$ cat src/rtl/glitc_ritc_ctrl_tx_pkg.sv
// ============================================================================
// glitc_ritc_ctrl_tx_pkg : FSM encodings and frame sizing for the RITC control link
// Rev 1.0
// ============================================================================
`default_nettype none

package glitc_ritc_ctrl_tx_pkg;

    typedef enum logic [1:0] {
        ST_IDLE  = 2'd0,
        ST_SHIFT = 2'd1,
        ST_LOAD  = 2'd2,
        ST_DONE  = 2'd3
    } state_e;

    localparam int DEF_ADDR_BITS = 7;
    localparam int DEF_DATA_BITS = 12;
    localparam int DEF_CLK_DIV   = 4;
    localparam int DEF_LOAD_HOLD = 2;

    function automatic int frame_bits(input int addr_bits, input int data_bits);
        return addr_bits + data_bits;
    endfunction

endpackage

`default_nettype wire

$ cat src/rtl/glitc_ritc_sclk_gen.sv
// ============================================================================
// glitc_ritc_sclk_gen : SCLK phase counter with rise/fall clock-enable pulses
// Rev 1.0
// ============================================================================
`default_nettype none

module glitc_ritc_sclk_gen #(
    parameter int CLK_DIV = 4
) (
    input  logic clk,
    input  logic rst,
    input  logic clr_i,
    input  logic en_i,
    output logic sclk_o,
    output logic rise_ce_o,
    output logic fall_ce_o
);

    localparam int PHASES = 2 * CLK_DIV;
    localparam int CW     = (PHASES > 2) ? $clog2(PHASES) : 1;

    localparam logic [CW-1:0] C_LAST      = CW'(PHASES - 1);
    localparam logic [CW-1:0] C_HALF      = CW'(CLK_DIV);
    localparam logic [CW-1:0] C_HALF_LAST = CW'(CLK_DIV - 1);

    logic [CW-1:0] cnt_q, cnt_d;
    logic          sclk_q, sclk_d;

    // The ce pulses flag the edge on which the registered SCLK will change.
    always_comb begin
        rise_ce_o = en_i && (cnt_q == C_HALF_LAST);
        fall_ce_o = en_i && (cnt_q == C_LAST);
        cnt_d     = cnt_q;
        if (clr_i) begin
            cnt_d = '0;
        end else if (en_i) begin
            cnt_d = (cnt_q == C_LAST) ? '0 : cnt_q + CW'(1);
        end
        sclk_d = (cnt_d >= C_HALF);
    end

    always_ff @(posedge clk) begin
        if (rst) begin
            cnt_q  <= '0;
            sclk_q <= 1'b0;
        end else begin
            cnt_q  <= cnt_d;
            sclk_q <= sclk_d;
        end
    end

    assign sclk_o = sclk_q;

endmodule

`default_nettype wire

$ cat src/rtl/glitc_ritc_ctrl_tx.sv
// ============================================================================
// glitc_ritc_ctrl_tx : serialises {addr,data} to one RITC and captures DOUT readback
// Rev 1.0
// ============================================================================
`default_nettype none

module glitc_ritc_ctrl_tx
    import glitc_ritc_ctrl_tx_pkg::*;
#(
    parameter int ADDR_BITS = DEF_ADDR_BITS,
    parameter int DATA_BITS = DEF_DATA_BITS,
    parameter int CLK_DIV   = DEF_CLK_DIV,
    parameter int LOAD_HOLD = DEF_LOAD_HOLD
) (
    input  logic                                 clk,
    input  logic                                 rst,
    input  logic                                 cmd_valid_i,
    output logic                                 cmd_ready_o,
    input  logic [ADDR_BITS-1:0]                 cmd_addr_i,
    input  logic [DATA_BITS-1:0]                 cmd_data_i,
    output logic                                 busy_o,
    output logic                                 done_o,
    output logic [ADDR_BITS+DATA_BITS-1:0]       rdata_o,
    output logic                                 RITC_SCLK,
    output logic                                 RITC_DIN,
    output logic                                 RITC_LOAD,
    input  logic                                 RITC_DOUT
);

    localparam int FB       = frame_bits(ADDR_BITS, DATA_BITS);
    localparam int LOAD_CYC = 2 * CLK_DIV * LOAD_HOLD;
    localparam int BCW      = $clog2(FB + 1);
    localparam int LCW      = (LOAD_CYC > 2) ? $clog2(LOAD_CYC) : 1;

    state_e            state_q, state_d;
    logic              ready_q, ready_d;
    logic              busy_q, busy_d;
    logic              done_q, done_d;
    logic              din_q, din_d;
    logic              load_q, load_d;
    logic [FB-1:0]     tx_q, tx_d;
    logic [FB-1:0]     cap_q, cap_d;
    logic [FB-1:0]     rdata_q, rdata_d;
    logic [BCW-1:0]    bit_cnt_q, bit_cnt_d;
    logic [LCW-1:0]    load_cnt_q, load_cnt_d;
    logic              dout_q;

    logic              sclk_w, rise_ce_w, fall_ce_w;
    logic [FB-1:0]     frame_w;

    assign frame_w = {cmd_addr_i, cmd_data_i};

    // Cleared outside SHIFT so every frame starts with a full SCLK-low phase.
    glitc_ritc_sclk_gen #(
        .CLK_DIV (CLK_DIV)
    ) u_sclk_gen (
        .clk       (clk),
        .rst       (rst),
        .clr_i     (state_q != ST_SHIFT),
        .en_i      (state_q == ST_SHIFT),
        .sclk_o    (sclk_w),
        .rise_ce_o (rise_ce_w),
        .fall_ce_o (fall_ce_w)
    );

    always_comb begin
        state_d    = state_q;
        done_d     = 1'b0;
        din_d      = din_q;
        load_d     = load_q;
        tx_d       = tx_q;
        cap_d      = cap_q;
        rdata_d    = rdata_q;
        bit_cnt_d  = bit_cnt_q;
        load_cnt_d = load_cnt_q;

        case (state_q)
            ST_IDLE: begin
                if (cmd_valid_i && ready_q) begin
                    state_d   = ST_SHIFT;
                    din_d     = frame_w[FB-1];
                    tx_d      = frame_w << 1;
                    cap_d     = '0;
                    bit_cnt_d = '0;
                end
            end
            ST_SHIFT: begin
                if (rise_ce_w) begin
                    cap_d = {cap_q[FB-2:0], dout_q};
                end
                // The fall after the last bit doubles as the entry into LOAD.
                if (fall_ce_w) begin
                    if (bit_cnt_q == BCW'(FB - 1)) begin
                        state_d    = ST_LOAD;
                        din_d      = 1'b0;
                        load_d     = 1'b1;
                        load_cnt_d = '0;
                    end else begin
                        din_d     = tx_q[FB-1];
                        tx_d      = tx_q << 1;
                        bit_cnt_d = bit_cnt_q + BCW'(1);
                    end
                end
            end
            ST_LOAD: begin
                if (load_cnt_q == LCW'(LOAD_CYC - 1)) begin
                    state_d = ST_DONE;
                    load_d  = 1'b0;
                    done_d  = 1'b1;
                    rdata_d = cap_q;
                end else begin
                    load_cnt_d = load_cnt_q + LCW'(1);
                end
            end
            ST_DONE: begin
                state_d = ST_IDLE;
            end
            default: begin
                state_d = ST_IDLE;
            end
        endcase

        ready_d = (state_d == ST_IDLE);
        busy_d  = (state_d != ST_IDLE);
    end

    always_ff @(posedge clk) begin
        if (rst) begin
            state_q    <= ST_IDLE;
            ready_q    <= 1'b0;
            busy_q     <= 1'b0;
            done_q     <= 1'b0;
            din_q      <= 1'b0;
            load_q     <= 1'b0;
            tx_q       <= '0;
            cap_q      <= '0;
            rdata_q    <= '0;
            bit_cnt_q  <= '0;
            load_cnt_q <= '0;
            dout_q     <= 1'b0;
        end else begin
            state_q    <= state_d;
            ready_q    <= ready_d;
            busy_q     <= busy_d;
            done_q     <= done_d;
            din_q      <= din_d;
            load_q     <= load_d;
            tx_q       <= tx_d;
            cap_q      <= cap_d;
            rdata_q    <= rdata_d;
            bit_cnt_q  <= bit_cnt_d;
            load_cnt_q <= load_cnt_d;
            dout_q     <= RITC_DOUT;
        end
    end

    assign cmd_ready_o = ready_q;
    assign busy_o      = busy_q;
    assign done_o      = done_q;
    assign rdata_o     = rdata_q;
    assign RITC_SCLK   = sclk_w;
    assign RITC_DIN    = din_q;
    assign RITC_LOAD   = load_q;

endmodule

`default_nettype wire

$ cat config.mk
export PLATFORM = sky130hd
export DESIGN_NAME = glitc_ritc_ctrl_tx
export DESIGN_NICKNAME = d
export VERILOG_FILES = /design/src/rtl/glitc_ritc_ctrl_tx_pkg.sv /design/src/rtl/glitc_ritc_sclk_gen.sv /design/src/rtl/glitc_ritc_ctrl_tx.sv
export SDC_FILE = /design/constraint.sdc
export NUM_CORES = 1
export LEC_CHECK = 0
export ABC_AREA = 1
export CAP_MARGIN = 30
export CELL_PAD_IN_SITES_DETAIL_PLACEMENT = 1
export CELL_PAD_IN_SITES_GLOBAL_PLACEMENT = 1
export CORE_MARGIN = 2
export CORE_UTILIZATION = 39
export CTS_CLUSTER_DIAMETER = 60
export CTS_CLUSTER_SIZE = 24
export DETAILED_ROUTE_END_ITERATION = 8
export PLACE_DENSITY = 0.9
export SETUP_SLACK_MARGIN = 0.4
export SYNTH_ARGS = -nofsm -noshare
export SYNTH_HDL_FRONTEND = slang
export SYNTH_SLANG_ARGS = --single-unit
$ cat constraint.sdc
create_clock -name clk -period 1.9 [get_ports clk]
set_clock_uncertainty 0.05 [all_clocks]
set_input_delay 0.19 -clock clk [delete_from_list [all_inputs] [get_ports clk]]
set_output_delay 0.19 -clock clk [all_outputs]
set_load 0.01 [all_outputs]
==> Yosys cells after proc, flatten, opt, wreduce, memory -nomap -nowiden <==
Cells that the tools add are included.
{ "totals": {"register_bits": 78, "in_bits": 23, "elab_cells": 81} }
{ "op_classes": {"n_lt_le_gt_ge": 1, "n_bitwise": 1, "eq_ne": 15, "n_reduce_logical": 15, "muxes": 32, "n_addsub": 3} }
{ "ops": {"columns": ["cell", "count"], "rows": [
  ["$mux W19", 5],
  ["$pmux W19 S2", 2],
  ["$mux W5", 3],
  ["$ne A2 B2 Y1 const B", 7],
  ["$mux W4", 3],
  ["$reduce_and A4 Y1", 3],
  ["$pmux W5 S2", 1],
  ["$mux W3", 3],
  ["$mux W2", 4],
  ["$pmux W2 S4", 1],
  ["$pmux W4 S2", 1],
  ["$mux W1", 7],
  ["$reduce_and A3 Y1", 2],
  ["$reduce_bool A2 Y1", 3],
  ["$add A5 B1 Y5 const B", 1],
  ["$eq A5 B5 Y1 const B", 1],
  ["$add A4 B1 Y4 const B", 1],
  ["$eq A2 B2 Y1 const B", 2],
  ["$eq A4 B4 Y1 const B", 1],
  ["$logic_not A2 Y1", 2],
  ["$pmux W1 S2", 2],
  ["$add A3 B1 Y3 const B", 1],
  ["$eq A3 B2 Y1 const B", 1],
  ["$eq A3 B3 Y1 const B", 1],
  ["other kinds (7)", 9]
]} }

==> Logic depth before layout (Yosys ltp) <==
{ "depth": {"word_depth": 5, "ltp_mapped": 11, "depth_no_buf": 10} }

==> Modules after synthesis <==
A second synthesis with hierarchy kept.
{ "hier_totals": {"hier_cells": 444, "area_unflattened_um2": 3175.5} }
{ "modules_own_cells": {"columns": ["mod", "instances", "area_per_inst_um2", "cells_each"], "rows": [
  ["glitc_ritc_ctrl_tx", 1, 3001.6, 419],
  ["glitc_ritc_sclk_gen", 1, 173.9, 25]
]} }

==> Least setup slack after synthesis <==
OpenSTA, ideal clock, no wires.
{ "synth_path": {"path_type": "reg-to-reg", "start": "register bit_cnt_q[0]", "end": "register tx_q[11]", "stages_incl_launch_ff": 12, "setup_time_ns": 0.116, "arrival_time_ns": 1.321, "slack_ns": 0.413, "path_buffers": 1, "path_cell_list": "dfxtp_1 -> inv_1 -> ha_1 -> nand2_1 -> inv_1 -> nand2_2 -> nand2_4 -> nand2_2 -> nand2_2 -> buf_2 -> o21ai_0 -> nor2_1"} }
{ "synth_via": {"elab_chain_cells": 3} }
{ "synth_rtl": {"columns": ["element", "line", "text"], "rows": [
  ["start: declaration", "glitc_ritc_ctrl_tx.sv:44", "logic [BCW-1:0] bit_cnt_q, bit_cnt_d;"],
  ["start signal: assignment", "glitc_ritc_ctrl_tx.sv:151", "bit_cnt_q <= bit_cnt_d;"],
  ["$eq A5 B5 Y1", "glitc_ritc_ctrl_tx.sv:93", "if (bit_cnt_q == BCW'(FB - 1)) begin"],
  ["$ne A2 B2 Y1 (no line)", null, null],
  ["$reduce_and A4 Y1 (no line)", null, null],
  ["end signal: assignment", "glitc_ritc_ctrl_tx.sv:148", "tx_q <= tx_d;"],
  ["end: declaration", "glitc_ritc_ctrl_tx.sv:41", "logic [FB-1:0] tx_q, tx_d;"]
]} }
No other way between the ends.
A chain may end at the register's enable or synchronous reset.

==> Worst setup path in the final report <==
{ "layout_path": {"start": "register u_sclk_gen.cnt_q[0]", "end": "register load_q, in the netlist RITC_LOAD"} }
{ "layout_via": {"elab_chain_cells": 4} }
{ "layout_rtl": {"columns": ["element", "line", "text"], "rows": [
  ["start: declaration", "glitc_ritc_sclk_gen.sv:26", "logic [CW-1:0] cnt_q, cnt_d;"],
  ["start signal: assignment", "glitc_ritc_sclk_gen.sv:47", "cnt_q <= cnt_d;"],
  ["$eq A3 B3 Y1", "glitc_ritc_sclk_gen.sv:32", "fall_ce_o = en_i && (cnt_q == C_LAST);"],
  ["$logic_and A1 B1 Y1", "glitc_ritc_sclk_gen.sv:32", null],
  ["$ne A2 B2 Y1 (no line)", null, null],
  ["$reduce_and A4 Y1 (no line)", null, null],
  ["end signal: assignment", "glitc_ritc_ctrl_tx.sv:147", "load_q <= load_d;"],
  ["end: declaration", "glitc_ritc_ctrl_tx.sv:40", "logic load_q, load_d;"]
]} }
No other way between the ends.

==> impl_results.md <==
* Worst EP required at 2.16 ns
* Final Max Tran Viols at 0
* Most frequent cells in the layout: nor2_1 (93), nand2_1 (80), dfxtp_1 (70)
* N_diodes at 0
* Fill count at 958
* Initial antenna violation count at 0
* Final Instance Area at 4290 um2
* Critical Path Source Type: register
* CTS tree: built
* DPL Wire Length at 5510 um
* Largest net degree at the start of global routing at 61
* Clk sinks at 76
* H-tree levels at 3
* Least-Margin Pin Slew at 0.304 ns
* Number of nets with antenna violations after detailed routing at 0
* Final count of negative-setup-slack endpoints at 0
* DR WL/cell at 16.2 um
* Placed inst area at 3720 um2
* Vias in the first global route at 3234
* Max-cap viol count at 0
* Buf+Inv Stages, Crit Path at 4
* R2r startpoint: u_sclk_gen.cnt_q[0]$_SDFF_PP0_
* Synth area leaders: dfxtp_1 (48%), nor2_1 (12%), nand2_1 (9.7%), o21ai_0 (8.5%), a21oi_1 (4.6%)
* Post-synth cell types at 30
* Leak at 2.09 nW
* Post-synth top area cell: dfxtp_1
* Synth Instances at 434
* Worst hold stages at 3
* Yosys reg bits at 76
* Row count at 32
* Hold Fails Final Rpt at 0
* CP max-delay cell: dfxtp_2
* Avg Cell Area, Syn at 7.35 um2
* Fin crit share at 0.812
* Post-route setup slack at 0.357 ns
* Fin nets at 514
* Max_slew headroom at 0.797
* Clock slew at reported path FFs at 0.08 ns
* Nature of the critical path endpoint: register
* Die height at 94.4 um
* Footprint of the multi-input gates at 1600 um2
* Delay-heaviest family, CP: flip-flops
* Most common cell after layout, fill and taps aside: nor2_1
* CP cell instances: ha_4 > ha_4 > inv_4 > nor2_2 > inv_1 > nor2_2 > buf_4 > o211ai_1 > inv_1
* Iter 0 DRT Violations at 210
* Drt total wl at 9590 um
* Routability cong. at 0.775
* Netlist Area Pre-Place at 3190 um2
* Worst Path Max Fanout at 3
* First-pass GRT wire length at 15300 um
* Clock latency on the worst-skew pair at 0.36 ns
* Hold Startpoint: RITC_DOUT
* Die width at 94.4 um
* DR pass1 iterations at 4
* Overflow after GRT at 0
* Root buffer cell: clkbuf_8
* Seq/Total Area, Yosys at 0.477
* Core box area at 7810 um2
* CP arrival at 1.80 ns
* Hold Path End: dout_q$_SDFF_PP0_
* Via count at 3069
* R2R Setup Slk at 0.36 ns
* Die footprint at 8910 um2
* Minimum clock period at 1.54 ns
* F_max at 0.648 GHz
* Hold/Removal Path Class: input port to register
* Synth warnings at 0
* Layout area overhead at 34.4%
* Reg area at 1530 um2
* FF-to-FF path depth at 9
* TritonCTS buffer count at 9
* Setup TNS at 0 ns
* Yosys top cell area share at 0.477
* I/O Pins at 48
* IO Port Bufs at 47
* GRT Overall Usage at 0.219
* Place WS at 0.113 ns
* Post-Syn Nets at 463
* DRC viols at 0
* Vias/cell at 5.18
* R2r endpoint: RITC_LOAD$_SDFFE_PP0P_
* Fraction of layout cells with a size suffix above 1 at 0.157
* CP max stage delay at 0.37 ns
* RSZ-0062 raised after global routing: yes
* Critical path type: register to register
* Hold Buf Count CTS at 0
* Power Density at 863 nW/um2
* Peak VDD IR at 0.363 mV
* Outcome: finished, final reports clean
* Initial Util at 0.408
* Clock Tree Buf Depth at 2
==> metal layers <==
layer | share of wire | global-route usage
met5 | 0 | 0
met2 | 0.49 | 0.388
met4 | 0.021 | 0.0845
met1 | 0.45 | 0.265
met3 | 0.034 | 0.0359
==> tightest hold or removal path, stage by stage <==
cell and delay (ns):
clkdlybuf4s50_1 0.39, inv_1 0.06, nor2_1 0.03
==> kinds of logic after synthesis <==
| group | count (synthesis) | synth area share |
|---|---|---|
| AND/OR/NAND/NOR | 212 | 0.275 |
| buffers and inverters | 45 | 0.0671 |
| AO/OA/AOI/OAI | 94 | 0.154 |
| XOR/XNOR | 1 | 0.00275 |
| adder cells (fa/ha/maj) | 6 | 0.0235 |
| flip-flops | 76 | 0.477 |
==> what timing repair did <==
action | CTS | global route
gates cloned | 2 | 1
gates resized for setup | 39 | 46
pin swaps | 2 | 14
buffers inserted | 5 | 2
setup endpoints to repair | 81 | 84
hold endpoints to repair | 0 | 0
==> how the worst max path moves through the flow <==
| stage | from | end | slack [ns] | depth (start not counted) |
|---|---|---|---|---|
| 2_1_floorplan | bit_cnt_q[0]$_SDFFE_PP0P_ | tx_q[11]$_SDFFE_PP0P_ | 0.41 | 11 |
| 3_3_place_gp | cmd_valid_i | tx_q[3]$_SDFFE_PP0P_ | 0.21 | 6 |
| 3_5_place_dp | bit_cnt_q[0]$_SDFFE_PP0P_ | tx_q[5]$_SDFFE_PP0P_ | 0.11 | 10 |
| 4_1_cts | bit_cnt_q[0]$_SDFFE_PP0P_ | tx_q[13]$_SDFFE_PP0P_ | 0.32 | 11 |
| 5_1_grt | bit_cnt_q[0]$_SDFFE_PP0P_ | bit_cnt_q[3]$_SDFFE_PP0P_ | 0.27 | 10 |
| 6_report | u_sclk_gen.cnt_q[0]$_SDFF_PP0_ | RITC_LOAD$_SDFFE_PP0P_ | 0.36 | 9 |
==> sequential cells by signal, summed over array words and instances, names as in the netlist <==
name and flops:
cap_q 19, rdata_o 19, tx_q 18, bit_cnt_q 5
load_cnt_q 4, state_q 2, u_sclk_gen.cnt_q 2, RITC_DIN 1
RITC_LOAD 1, busy_o 1, cmd_ready_o 1, done_o 1
dout_q 1, u_sclk_gen.sclk_o 1
==> cell type report <==
class | instances | area share
Timing Repair Buffer | 64 | 0.166
Sequential cell | 76 | 0.357
Clock inverter | 6 | 0.0219
Multi-Input combinational cell | 314 | 0.373
Clock buffer | 10 | 0.0321
Tap cell | 102 | 0.0298
Inverter | 20 | 0.0204
==> synthesized netlist by cell type (all sizes together) <==
master / n
clkbuf: 10
a21boi: 1
nand3b: 1
o21bai: 2
nand2: 88
and3: 1
inv: 20
o21ai: 61
dfxtp: 76
buf: 15
nand3: 7
ha: 6
a21oi: 29
nor3b: 1
nand4: 4
or2: 1
nor3: 2
xnor2: 1
o211ai: 1
nor2: 107
==> through the flow <==
step	utilization	total power [W]	cells	hold slack, ns
floorplan	-	0.00203	434	0.247
global placement	0.477	0.00215	566	0.366
detailed placement	0.477	0.00217	566	0.375
CTS	0.525	0.00366	589	0.297
global route	0.549	0.00385	592	0.316
finish	0.549	0.00370	592	0.304
==> report_power, final <==
| group | internal (W) | leakage, nW | switching, W | total (W) |
|---|---|---|---|---|
| clock network | 0.000787 | 0.113 | 0.000657 | 0.00144 |
| logic | 0.000223 | 1.36 | 0.000288 | 0.000511 |
| registers | 0.00168 | 0.622 | 0.0000627 | 0.00174 |
(Power assumes the default switching activity.)
==> edit (same settings) <==
Re-encode `state_e` (4 states) as one-hot, 4 bits wide.
--- a/src/rtl/glitc_ritc_ctrl_tx_pkg.sv
+++ b/src/rtl/glitc_ritc_ctrl_tx_pkg.sv
@@ -7,9 +7,9 @@
 package glitc_ritc_ctrl_tx_pkg;
 
-    typedef enum logic [1:0] {
-        ST_IDLE  = 2'd0,
-        ST_SHIFT = 2'd1,
-        ST_LOAD  = 2'd2,
-        ST_DONE  = 2'd3
+    typedef enum logic [3:0] {
+        ST_IDLE  = 4'b0001,
+        ST_SHIFT = 4'b0010,
+        ST_LOAD  = 4'b0100,
+        ST_DONE  = 4'b1000
     } state_e;
 
Formal check against the unedited RTL: same outputs for any inputs over 10 cycles, from zero or initial values and one cycle with rst high; not proved beyond that.
==> edit against the unedited design <==
  * Synthesized area rose by 5.7%
  * Critical path depth increased by 2
  * Total power decreased by 5.9%
  * Combinational power increased by 2%
  * Wire length grew 63%
  * Worst hold slack improved by 0.073 ns
  * First-iteration DRC count down 23%
  * Count of clock-buffer cells in the layout is 1 lower
  * Sequential cell count increased by 2
  * Synthesized cell count up 4.1%
  * Final area rose by 19%
  * Non-clock buffer count is 27 higher
  * Setup slack worse by 0.17 ns
  * Critical path type unchanged
  * Highest routed layer unchanged
==> edit: results (changes against the unedited design) <==
- Outcome: finished, final reports clean (unchanged)
- Combined area of the multi-input logic cells: 0.00196 sq mm (was 0.00160 sq mm)
- Met1 track utilization from global routing: 29.1% (was 26.5%)
- Total track usage: 25.8% (was 21.9%)
- First-pass GRT wire length: 19100 um (was 15300 um)
- Seq. cell area: 0.00159 sq mm (was 0.00153 sq mm)
- First-iteration detailed-routing DRC count: 162 (was 210)
- Most frequent cells after synthesis: nand2_1 (104), dfxtp_1 (78), nor2_1 (61) (was nor2_1 (106), nand2_1 (82), dfxtp_1 (76))
- WL met1: 6200 um (was 4320 um)
- Crit path arrival time: 1.92 ns (was 1.80 ns)
- R2R Path Start: bit_cnt_q[0]$_SDFFE_PP0P_ (was u_sclk_gen.cnt_q[0]$_SDFF_PP0_)
- Comb_multi_in: 303 (was 314)
- Met3 track utilization from global routing: 5.35% (was 3.59%)
- Clock buffers and inverters, area share: 3.59% (was 5.40%)
- Worst setup slack for register-to-register paths: 0.19 ns (was 0.36 ns)
- Syn Nets: 481 (was 463)
- Number of sinks driven by the clock tree: 78 (was 76)
- Clock latency on the worst-skew pair: 0.39 ns (was 0.36 ns)
- Fin nets: 560 (was 514)
- Inverter count of the layout excluding clock inverters: 48 (was 20)
- Proportion of synthesized chip area in sequential cells: 46.4% (was 47.7%)
- Routed vias/inst: 5.66 (was 5.18)
- Count of different cell masters after synthesis: 27 (was 30)
- Routed wire per std cell: 24.4 um (was 16.2 um)
- Clock edge transition at the registers on the reported setup and hold paths: 0.10 ns (was 0.08 ns)
- Vias in the first global route: 3681 (was 3234)
- Fill cell total of the finished layout: 951 (was 958)
- Leak pwr: 2.29 nW (was 2.09 nW)
- Worst reg-to-reg path cell count: 11 (was 9)
- Yosys warnings: 0 (unchanged)
- Final weighted congestion in routability-driven placement: 0.760 (was 0.775)
- Slew margin rel.: 76.6% (was 79.7%)
- Worst setup path endpoint: RITC_DIN$_SDFFE_PP0P_ (was RITC_LOAD$_SDFFE_PP0P_)
- Met2 track utilization from global routing: 45.0% (was 38.8%)
- DR WL met2: 7660 um (was 4730 um)
- Layout buffering overhead excluding clock cells: 20.1% (was 16.6%)
- Detail Placement HPWL: 5930 um (was 5510 um)
- Biggest area contributors in the synthesized netlist: dfxtp_1 (46%), nand2_1 (12%), nor2_1 (6.8%) (was dfxtp_1 (48%), nor2_1 (12%), nand2_1 (9.7%))
- Total of plain and repair buffers excluding clock buffers: 91 (was 64)
edit: changes by cell type in the layout (fill, tap and decap cells not counted), sizes merged, moves of 3 or more:
cell    unedited run  this run
nand2             89       114
buf               16        40
o21ai             61        38
nand3              7        24
inv               22        48
a21oi             29        32
clkinv             1         4
nor2             107        71
a22oi              0        10
edit: report_power, final:
part	leakage, nW	switching, mW	total (mW)	internal [mW]
Sequential	0.641	0.0414	1.73	1.68
Clock	0.0917	0.739	1.23	0.493
Combinational	1.55	0.295	0.522	0.227
edit: cell families after synthesis:
logic type      after synthesis  share of synthesized area [%]
compound gates               80                           13.5
xor+xnor                      3                          0.780
fa+ha+maj                     6                           2.23
buf+inv                      72                           9.92
flops                        78                           46.4
simple gates                213                           27.2
edit: metrics by stage:
| step | std cells | instance area [sq um] | util [%] | hold WS, ns | setup slack (ns) |
|---|---|---|---|---|---|
| floorplan | 452 | 3400 | - | 0.247 | 0.404 |
| global placement | 592 | 3960 | 47.7 | 0.366 | 0.185 |
| detailed placement | 592 | 3960 | 47.7 | 0.387 | 0.108 |
| CTS | 624 | 4400 | 53.0 | 0.277 | 0.358 |
| global route | 641 | 5090 | 61.4 | 0.378 | 0.168 |
| finish | 641 | 5090 | 61.4 | 0.377 | 0.189 |
edit: critical path, delay by kind of cell, from the launching register on:
kind | cells | cell delay (ns)
AOI/OAI and AO/OA | 1 | 0.20
adders and majority gates | 1 | 0.15
buffers and inverters | 3 | 0.33
DFF | 1 | 0.37
and+or+nand+nor | 6 | 0.51
edit: timing repair:
item | 4_1_cts | 5_1_grt
hold endpoints to repair | 0 | 0
gates resized for setup | 44 | 151
setup endpoints to repair | 73 | 83
setup buffers | 13 | 10
pin swaps | 5 | 40
gates cloned | 3 | 7
